## config.mk

```make
export PLATFORM = sky130hd
export DESIGN_NAME = dram_axi_line_port
export DESIGN_NICKNAME = d
export VERILOG_FILES = /design/src/rtl/dram_axi_line_port.sv
export SDC_FILE = /design/constraint.sdc
export NUM_CORES = 1
export LEC_CHECK = 0
export BUFFER_PORTS_ARGS = -buffer_cell sky130_fd_sc_hd__buf_2
export CORE_AREA = 2 2 226 228
export CTS_BUF_LIST = sky130_fd_sc_hd__clkbuf_2
export DETAILED_ROUTE_END_ITERATION = 10
export DIE_AREA = 0 0 228 230
export GPL_ROUTABILITY_DRIVEN = 0
export PLACE_DENSITY = 0.46
export SLEW_MARGIN = 20
export SYNTH_ARGS = -nofsm -noshare
export SYNTH_HDL_FRONTEND = slang
export SYNTH_SLANG_ARGS = --single-unit
```

## constraint.sdc

```tcl
create_clock -name i_clk -period 3.7 [get_ports i_clk]
set_input_delay 0.74 -clock i_clk [delete_from_list [all_inputs] [get_ports i_clk]]
set_output_delay 0.74 -clock i_clk [all_outputs]
set_load 0.02 [all_outputs]
```

## src/rtl/dram_axi_line_port.sv

```systemverilog
// Core-side DRAM port issuing AXI4 line reads and strobed single-beat writes.
// Optional one-line read buffer with write-through: DRAM_LINEBUF_EN.
module dram_axi_line_port #(
  parameter int ADDR_W     = 28,
  parameter int DATA_W     = 128,
  parameter int LINE_BEATS = 1,
  localparam int LINE_W    = DATA_W * LINE_BEATS
) (
  input  logic                  i_clk,
  input  logic                  i_rst_x,
  input  logic                  i_init_calib_complete,
  input  logic                  i_rd_en,
  input  logic                  i_wr_en,
  input  logic [31:0]           i_addr,
  input  logic [31:0]           i_data,
  input  logic [3:0]            i_mask,
  output logic [LINE_W-1:0]     o_data,
  output logic                  o_data_valid,
  output logic                  o_busy,
  output logic                  o_err,
  output logic [ADDR_W-1:0]     s_axi_awaddr,
  output logic [7:0]            s_axi_awlen,
  output logic [2:0]            s_axi_awsize,
  output logic [1:0]            s_axi_awburst,
  output logic                  s_axi_awvalid,
  input  logic                  s_axi_awready,
  output logic [DATA_W-1:0]     s_axi_wdata,
  output logic [DATA_W/8-1:0]   s_axi_wstrb,
  output logic                  s_axi_wlast,
  output logic                  s_axi_wvalid,
  input  logic                  s_axi_wready,
  input  logic [1:0]            s_axi_bresp,
  input  logic                  s_axi_bvalid,
  output logic                  s_axi_bready,
  output logic [ADDR_W-1:0]     s_axi_araddr,
  output logic [7:0]            s_axi_arlen,
  output logic [2:0]            s_axi_arsize,
  output logic [1:0]            s_axi_arburst,
  output logic                  s_axi_arvalid,
  input  logic                  s_axi_arready,
  input  logic [DATA_W-1:0]     s_axi_rdata,
  input  logic [1:0]            s_axi_rresp,
  input  logic                  s_axi_rlast,
  input  logic                  s_axi_rvalid,
  output logic                  s_axi_rready
);

  localparam int STRB_W = DATA_W / 8;
  localparam int BYTE_L = $clog2(STRB_W);
  localparam int LINE_L = $clog2(LINE_W / 8);
  localparam int LANES  = DATA_W / 32;
  localparam int CNT_W  = (LINE_BEATS > 1) ? $clog2(LINE_BEATS) : 1;

  localparam logic [2:0] S_CALIB = 3'd0;
  localparam logic [2:0] S_IDLE  = 3'd1;
  localparam logic [2:0] S_AR    = 3'd2;
  localparam logic [2:0] S_RD    = 3'd3;
  localparam logic [2:0] S_WR    = 3'd4;
  localparam logic [2:0] S_B     = 3'd5;
`ifdef DRAM_LINEBUF_EN
  localparam logic [2:0] S_HIT   = 3'd6;
  localparam int WORDS = LINE_W / 32;
  localparam int TAG_W = ADDR_W - LINE_L;
`endif

  logic [2:0]        r_state;
  logic [31:0]       r_addr;
  logic [31:0]       r_data;
  logic [3:0]        r_mask;
  logic              r_awvalid;
  logic              r_wvalid;
  logic [CNT_W-1:0]  r_cnt;
  logic [LINE_W-1:0] r_line;
  logic              r_dv;
  logic              r_err;

  logic [31:0]       w_lane;
  logic [3:0]        w_nmask;
  logic [STRB_W-1:0] w_strb;
  logic [31:0]       w_base;
  logic              w_last;
  logic              w_aw_done;
  logic              w_w_done;
  logic              w_rerr;
  logic              w_hit;

  assign w_lane    = (r_addr >> 2) & 32'(LANES - 1);
  assign w_nmask   = ~r_mask;
  assign w_strb    = STRB_W'(w_nmask) << (w_lane * 32'd4);
  assign w_base    = 32'(r_cnt) * 32'(DATA_W);
  assign w_last    = (r_cnt == CNT_W'(LINE_BEATS - 1));
  assign w_aw_done = !r_awvalid || s_axi_awready;
  assign w_w_done  = !r_wvalid || s_axi_wready;
  assign w_rerr    = (s_axi_rresp != 2'b00);

`ifdef DRAM_LINEBUF_EN
  logic [TAG_W-1:0] r_tag;
  logic             r_tvld;
  logic             r_rerr;
  logic [31:0]      w_wbit;

  assign w_hit  = r_tvld && (r_tag == i_addr[ADDR_W-1:LINE_L]);
  assign w_wbit = ((i_addr >> 2) & 32'(WORDS - 1)) << 5;

  // Tag tracks the line held in o_data; any error response invalidates it
  always_ff @(posedge i_clk or negedge i_rst_x) begin
    if (!i_rst_x) begin
      r_tag  <= '0;
      r_tvld <= 1'b0;
      r_rerr <= 1'b0;
    end else begin
      if (r_state == S_AR) begin
        r_rerr <= 1'b0;
      end
      if (r_state == S_RD && s_axi_rvalid) begin
        if (w_rerr) begin
          r_rerr <= 1'b1;
          r_tvld <= 1'b0;
        end
        if (w_last) begin
          r_tag  <= r_addr[ADDR_W-1:LINE_L];
          r_tvld <= !(r_rerr || w_rerr);
        end
      end
      if (r_state == S_B && s_axi_bvalid && s_axi_bresp != 2'b00) begin
        r_tvld <= 1'b0;
      end
    end
  end
`else
  assign w_hit = 1'b0;
`endif

  always_ff @(posedge i_clk or negedge i_rst_x) begin
    if (!i_rst_x) begin
      r_state   <= S_CALIB;
      r_addr    <= '0;
      r_data    <= '0;
      r_mask    <= '0;
      r_awvalid <= 1'b0;
      r_wvalid  <= 1'b0;
      r_cnt     <= '0;
      r_line    <= '0;
      r_dv      <= 1'b0;
      r_err     <= 1'b0;
    end else begin
      r_dv <= 1'b0;
      unique case (r_state)
        S_CALIB: begin
          if (i_init_calib_complete) begin
            r_state <= S_IDLE;
          end
        end
        S_IDLE: begin
          if (i_wr_en || i_rd_en) begin
            r_addr <= i_addr;
            r_data <= i_data;
            r_mask <= i_mask;
          end
          if (i_wr_en) begin
            r_awvalid <= 1'b1;
            r_wvalid  <= 1'b1;
            r_state   <= S_WR;
`ifdef DRAM_LINEBUF_EN
            if (w_hit) begin
              for (int b = 0; b < 4; b++) begin
                if (!i_mask[b]) begin
                  r_line[w_wbit + 32'(b * 8) +: 8] <= i_data[b*8 +: 8];
                end
              end
            end
`endif
          end else if (i_rd_en) begin
`ifdef DRAM_LINEBUF_EN
            if (w_hit) begin
              r_dv    <= 1'b1;
              r_state <= S_HIT;
            end else begin
              r_state <= S_AR;
            end
`else
            r_state <= S_AR;
`endif
          end
        end
        S_AR: begin
          if (s_axi_arready) begin
            r_cnt   <= '0;
            r_state <= S_RD;
          end
        end
        S_RD: begin
          if (s_axi_rvalid) begin
            r_line[w_base +: DATA_W] <= s_axi_rdata;
            r_cnt <= r_cnt + 1'b1;
            // Count decides completion; a misplaced RLAST is only reported
            if (w_rerr || (s_axi_rlast != w_last)) begin
              r_err <= 1'b1;
            end
            if (w_last) begin
              r_dv    <= 1'b1;
              r_state <= S_IDLE;
            end
          end
        end
        S_WR: begin
          if (s_axi_awready) begin
            r_awvalid <= 1'b0;
          end
          if (s_axi_wready) begin
            r_wvalid <= 1'b0;
          end
          if (w_aw_done && w_w_done) begin
            r_state <= S_B;
          end
        end
        S_B: begin
          if (s_axi_bvalid) begin
            if (s_axi_bresp != 2'b00) begin
              r_err <= 1'b1;
            end
            r_state <= S_IDLE;
          end
        end
`ifdef DRAM_LINEBUF_EN
        S_HIT: begin
          r_state <= S_IDLE;
        end
`endif
        default: begin
          r_state <= S_CALIB;
        end
      endcase
    end
  end

  assign o_data       = r_line;
  assign o_data_valid = r_dv;
  assign o_busy       = (r_state != S_IDLE);
  assign o_err        = r_err;

  assign s_axi_awaddr  = ADDR_W'(r_addr & ~(32'(STRB_W) - 32'd1));
  assign s_axi_awlen   = 8'd0;
  assign s_axi_awsize  = 3'(BYTE_L);
  assign s_axi_awburst = 2'b01;
  assign s_axi_awvalid = r_awvalid;
  assign s_axi_wdata   = {LANES{r_data}};
  assign s_axi_wstrb   = w_strb;
  assign s_axi_wlast   = 1'b1;
  assign s_axi_wvalid  = r_wvalid;
  assign s_axi_bready  = (r_state == S_B);

  assign s_axi_araddr  = ADDR_W'(r_addr & ~(32'(LINE_W / 8) - 32'd1));
  assign s_axi_arlen   = 8'(LINE_BEATS - 1);
  assign s_axi_arsize  = 3'(BYTE_L);
  assign s_axi_arburst = 2'b01;
  assign s_axi_arvalid = (r_state == S_AR);
  assign s_axi_rready  = (r_state == S_RD);

endmodule
```

[Yosys cells after proc, flatten, opt, wreduce, memory -nomap -nowiden]
Index checks and enable logic that the tools add are counted.
Word-level totals
  flip-flop bits (word level): 200
  output and inout bits: 363
  word-level logic and storage cells: 82
Cells by class
  $add $sub $neg: 2
  equal/unequal tests: 19
  shift-type cells: 3
  muxes and demuxes: 26
  bitwise logic cells: 2
  reductions and logical operators: 20
Operators by type and width (number)
  $bwmux W128: 1
  $shift A128 B34 Y128 const A: 1
  $shiftx A128 B34 Y128: 1
  $neg A8 Y34: 1
  $mux W3: 8
  $pmux W3 S6: 1
  $ne A2 B2 Y1 const B: 8
  $shl A4 B4 Y16: 1
  $mux W1: 12
  $reduce_bool A2 Y1: 5
  $reduce_and A3 Y1: 3
  $pmux W1 S2: 4
  $reduce_and A7 Y1: 1
  $eq A3 B2 Y1 const B: 2
  $eq A3 B3 Y1 const B: 2
  $ne A2 B1 Y1 const B: 3
  $reduce_and A5 Y1: 1
  $logic_or A1 B1 Y1: 4
  $not A4 Y4: 1
  $reduce_and A2 Y1: 2
  $eq A3 B1 Y1 const B: 1
  $logic_not A3 Y1: 1
  $ne A3 B1 Y1 const B: 1
  $ne A3 B3 Y1 const B: 1
  5 further kinds: 6

[Logic depth before layout (Yosys ltp)]
  depth in word-level cells: 6
  depth in mapped cells: 6
  depth with buffers taken out: 4

[Least setup slack after synthesis]
Ideal clock, no wire load.
  kind: register to output
  start: reg r_addr[3]
  end: out s_axi_wstrb[10]
  arrival: 1127 ps
  slack: 1833 ps
  cell stages (with the launch flop): 3
  path buffers: 1
  path through: dfrtp_1 > clkbuf_1 > nor3b_1
Between the ends
  cells in the longest elaborated chain, start to end: 1
Ends and longest elaborated chain
  start: declaration: RTL line 67  | logic [31:0] r_addr;
  start signal: assignment: RTL line 156  | r_addr <= i_addr;
  $shl A4 B4 Y16: RTL line 89  | assign w_strb = STRB_W'(w_nmask) << (w_lane * 32'd4);
  end: declaration: RTL line 28  | output logic [DATA_W/8-1:0] s_axi_wstrb,
Every way passes these cells.

[Worst setup path after layout]
  start: reg r_state[1]
  end: out o_busy
Between the ends
  cells in the longest elaborated chain, start to end: 1
Ends and longest elaborated chain
  start: declaration: RTL line 66  | logic [2:0] r_state;
  start signal: assignment: RTL line 136  | r_state <= S_CALIB;
  start signal: assignment: RTL line 151  | r_state <= S_IDLE;
  start signal: assignment: RTL line 163  | r_state <= S_WR;
  $ne A3 B1 Y1: RTL line 239  | assign o_busy = (r_state != S_IDLE);
  end: declaration: RTL line 19  | output logic o_busy,
Every way passes these cells.

==> impl_metrics.env <==
export IMPL_period_minus_slack_ns=2.928
export IMPL_wl_per_cell_um=13.89
export IMPL_ys_seq_area_share_pct=53.58
export IMPL_syn_area_um2=9248
export IMPL_dpl_hpwl_mm=19.42
export IMPL_row_count=82
export IMPL_cts_buffer_depth=2
export IMPL_yosysWarnings=0
export IMPL_synthFlopType="dfrtp_1"
export IMPL_nNetsFinal=1473
export IMPL_syn_inst=667
export IMPL_cp_arrival_ns=2.19
export IMPL_core_um2=49860
export IMPL_grt_use_total_pct=10.17
export IMPL_start_kind="flop"
export IMPL_die_w_um=228
export IMPL_insertion_delay_ns=1.00
export IMPL_synth_top_area_share_pct=53.58
export IMPL_start_util_pct=18.55
export IMPL_cap_violations=0
export IMPL_synth_simple_area_share_pct=3.125
export IMPL_cts_root_buffer="clkbuf_2"
export IMPL_p_leak_nw=6.981
export IMPL_clkTransAtPathRegs_ns=0.31
export IMPL_relSlewSlack_pct=27.51
export IMPL_first_pass_iters=4
export IMPL_ctsHoldBuffers=204
export IMPL_clock_fmax_mhz=341.5
export IMPL_ant_nets=0
export IMPL_hold_class="input port to async pin"
export IMPL_netlist_cell_type_count=32
export IMPL_synth_enable_flop_cells=0
export IMPL_synth_top_family_by_area="multiplexers"
export IMPL_clock_sinks=198
export IMPL_grt_pass1_wl_mm=41.06
export IMPL_die_height_um=230
export IMPL_async_flop_share_pct=100.0
export IMPL_synthXorXnorAreaFrac_pct=0.09471
export IMPL_numCtsBuffers=17
export IMPL_drive_gt1_share_pct=60.39
export IMPL_ir_worst_vdd_mv=0.3391
export IMPL_power_mw=11.20
export IMPL_hold_violations=0
export IMPL_vias=6966
export IMPL_synth_area_mux_share_pct=23.58
export IMPL_synthAdderAreaFrac_pct=0
export IMPL_grt_setup_unrepaired="no"
export IMPL_path_class="flop to primary output"
export IMPL_worst_pin_slew_ns=1.087
export IMPL_synthTopCellsByArea="dfrtp_1 54%, mux2_2 22%, buf_4 15%, buf_12 2.4%, mux2_4 1.8%"
export IMPL_ys_seq_elements=198
export IMPL_grt_ovfl_total=0
export IMPL_htree_levels=4
export IMPL_crit_fanout=11
export IMPL_drt_initial_drc_count=194
export IMPL_viasPerCell=3.576
export IMPL_power_density_nw_per_um2=822.0
export IMPL_grt_pass1_vias=7280
export IMPL_setup_violations=0
export IMPL_status="finished clean"
export IMPL_area_growth_pct=47.38
export IMPL_fin_crit_sh_pct=79.14
export IMPL_tns_ns=0
export IMPL_drc=0
export IMPL_io_pin_count=574
export IMPL_slew_viol_final=0
export IMPL_cts_tree="yes"
export IMPL_synth_compound_area_share_pct=1.055
export IMPL_wl_mm=27.07
export IMPL_clock_skew_ns=0.05618
export IMPL_grt_max_degree=89
export IMPL_antenna_found_initial=2
export IMPL_cts_resized=0
export IMPL_synth_top_area_cell="dfrtp_1"
export IMPL_dieArea_um2=52440
export IMPL_required_ns=2.96
export IMPL_syn_area_per_cell_um2=13.86
export IMPL_postCtsSetupRepairBufs=0
export IMPL_critPathCaptureType="primary output"
export IMPL_portBuffers=532
final cells by class:
type                            count  area, um2
Fill cell                        5252      36230
Timing Repair Buffer              747       4833
Clock inverter                     15      186.4
Tap cell                          672      840.8
Multi-Input combinational cell    293       2708
Clock buffer                       17      85.08
Antenna cell                        1      2.502
Sequential cell                   198       4955
Inverter                            5      18.77
metal layers:
| layer | vias up | track usage (%) | wire length [um] | part of all wire, % |
|---|---|---|---|---|
| li1 | 3225 | - | - | - |
| met1 | 3374 | 10.46 | 10210 | 38 |
| met2 | 319 | 17.85 | 13880 | 51 |
| met3 | 46 | 3.832 | 2011 | 7.4 |
| met4 | 2 | 5.637 | 948 | 3.5 |
| met5 | - | 0 | 13 | 0.048 |
metrics by stage:
step / hold slack [ns] / area, um2 / setup slack, ns / utilization, % / instances
floorplan: 0.4444 / 9371 / 1.833 / - / 700
global placement: 0.4514 / 11310 / 1.241 / 22.69 / 1711
detailed placement: 0.4537 / 11310 / 1.201 / 22.69 / 1711
CTS: 0.07254 / 13630 / 0.4799 / 27.33 / 1947
global route: 0.1896 / 13630 / 0.5165 / 27.33 / 1948
finish: 0.3483 / 13630 / 0.7718 / 27.33 / 1948
cells by family after synthesis:
logic type                Yosys count
muxes                             190
xor gates and xnor gates            1
other                               2
buffers and inverters             209
and+or+nand+nor                    51
AOI/OAI and AO/OA                  16
DFF                               198
path summary, 6_finish.rpt:
path                            depth (start not counted)        from  slack (ns)    endpoint
worst min register to register                          1  o_data[78]        0.54  o_data[78]
min in group i_clk                                      4     i_wr_en        0.38  r_state[0]
worst max-delay path                                    3  r_state[1]        0.77      o_busy
worst max register to register                          4  r_state[1]        1.31   r_addr[3]
max in group asynchronous                               3     i_rst_x        2.50  o_data[19]
worst min-delay path                                    2     i_rst_x        0.35   r_data[4]
critical path, cell delays in order (launching register included):
cell,delay (ns)
dfrtp_1,0.64
and2b_2,0.32
nand2b_4,0.11
buf_2,0.18
cells in the mapped netlist, types with 5 or more instances:
library cell and count:
dfrtp_1 198, buf_4 180, mux2_2 179, nor2_1 19
buf_12 11, mux2_4 11, nand2_1 10, buf_6 9
a21oi_1 6, inv_1 5, nor3_1 5, o21ai_0 5
power by group:
part	internal (mW)	switching [mW]	total, mW
Sequential	3.15	0.819	3.97
Combinational	2.41	3.59	6.00
Clock	0.348	0.887	1.23
Total	5.91	5.29	11.2
flip-flops by register name, summed over array words and instances, names as in the netlist:
signal / cells
o_data: 128
r_data: 32
r_addr: 26
r_mask: 4
r_state: 3
o_data_valid: 1
o_err: 1
r_cnt: 1
s_axi_awvalid: 1
s_axi_wvalid: 1
placed cells by master, fill, tap and decap left out, types with 8 or more instances in the layout:
cell	netlist	final
buf_2	2	531
dlygate4sd3_1	0	204
dfrtp_1	198	198
mux2_2	179	179
conb_1	2	35
nor2_1	19	19
clkbuf_2	0	17
mux2_4	11	11
nand2_1	10	10
buf_4	180	8
(Power assumes the default switching activity.)
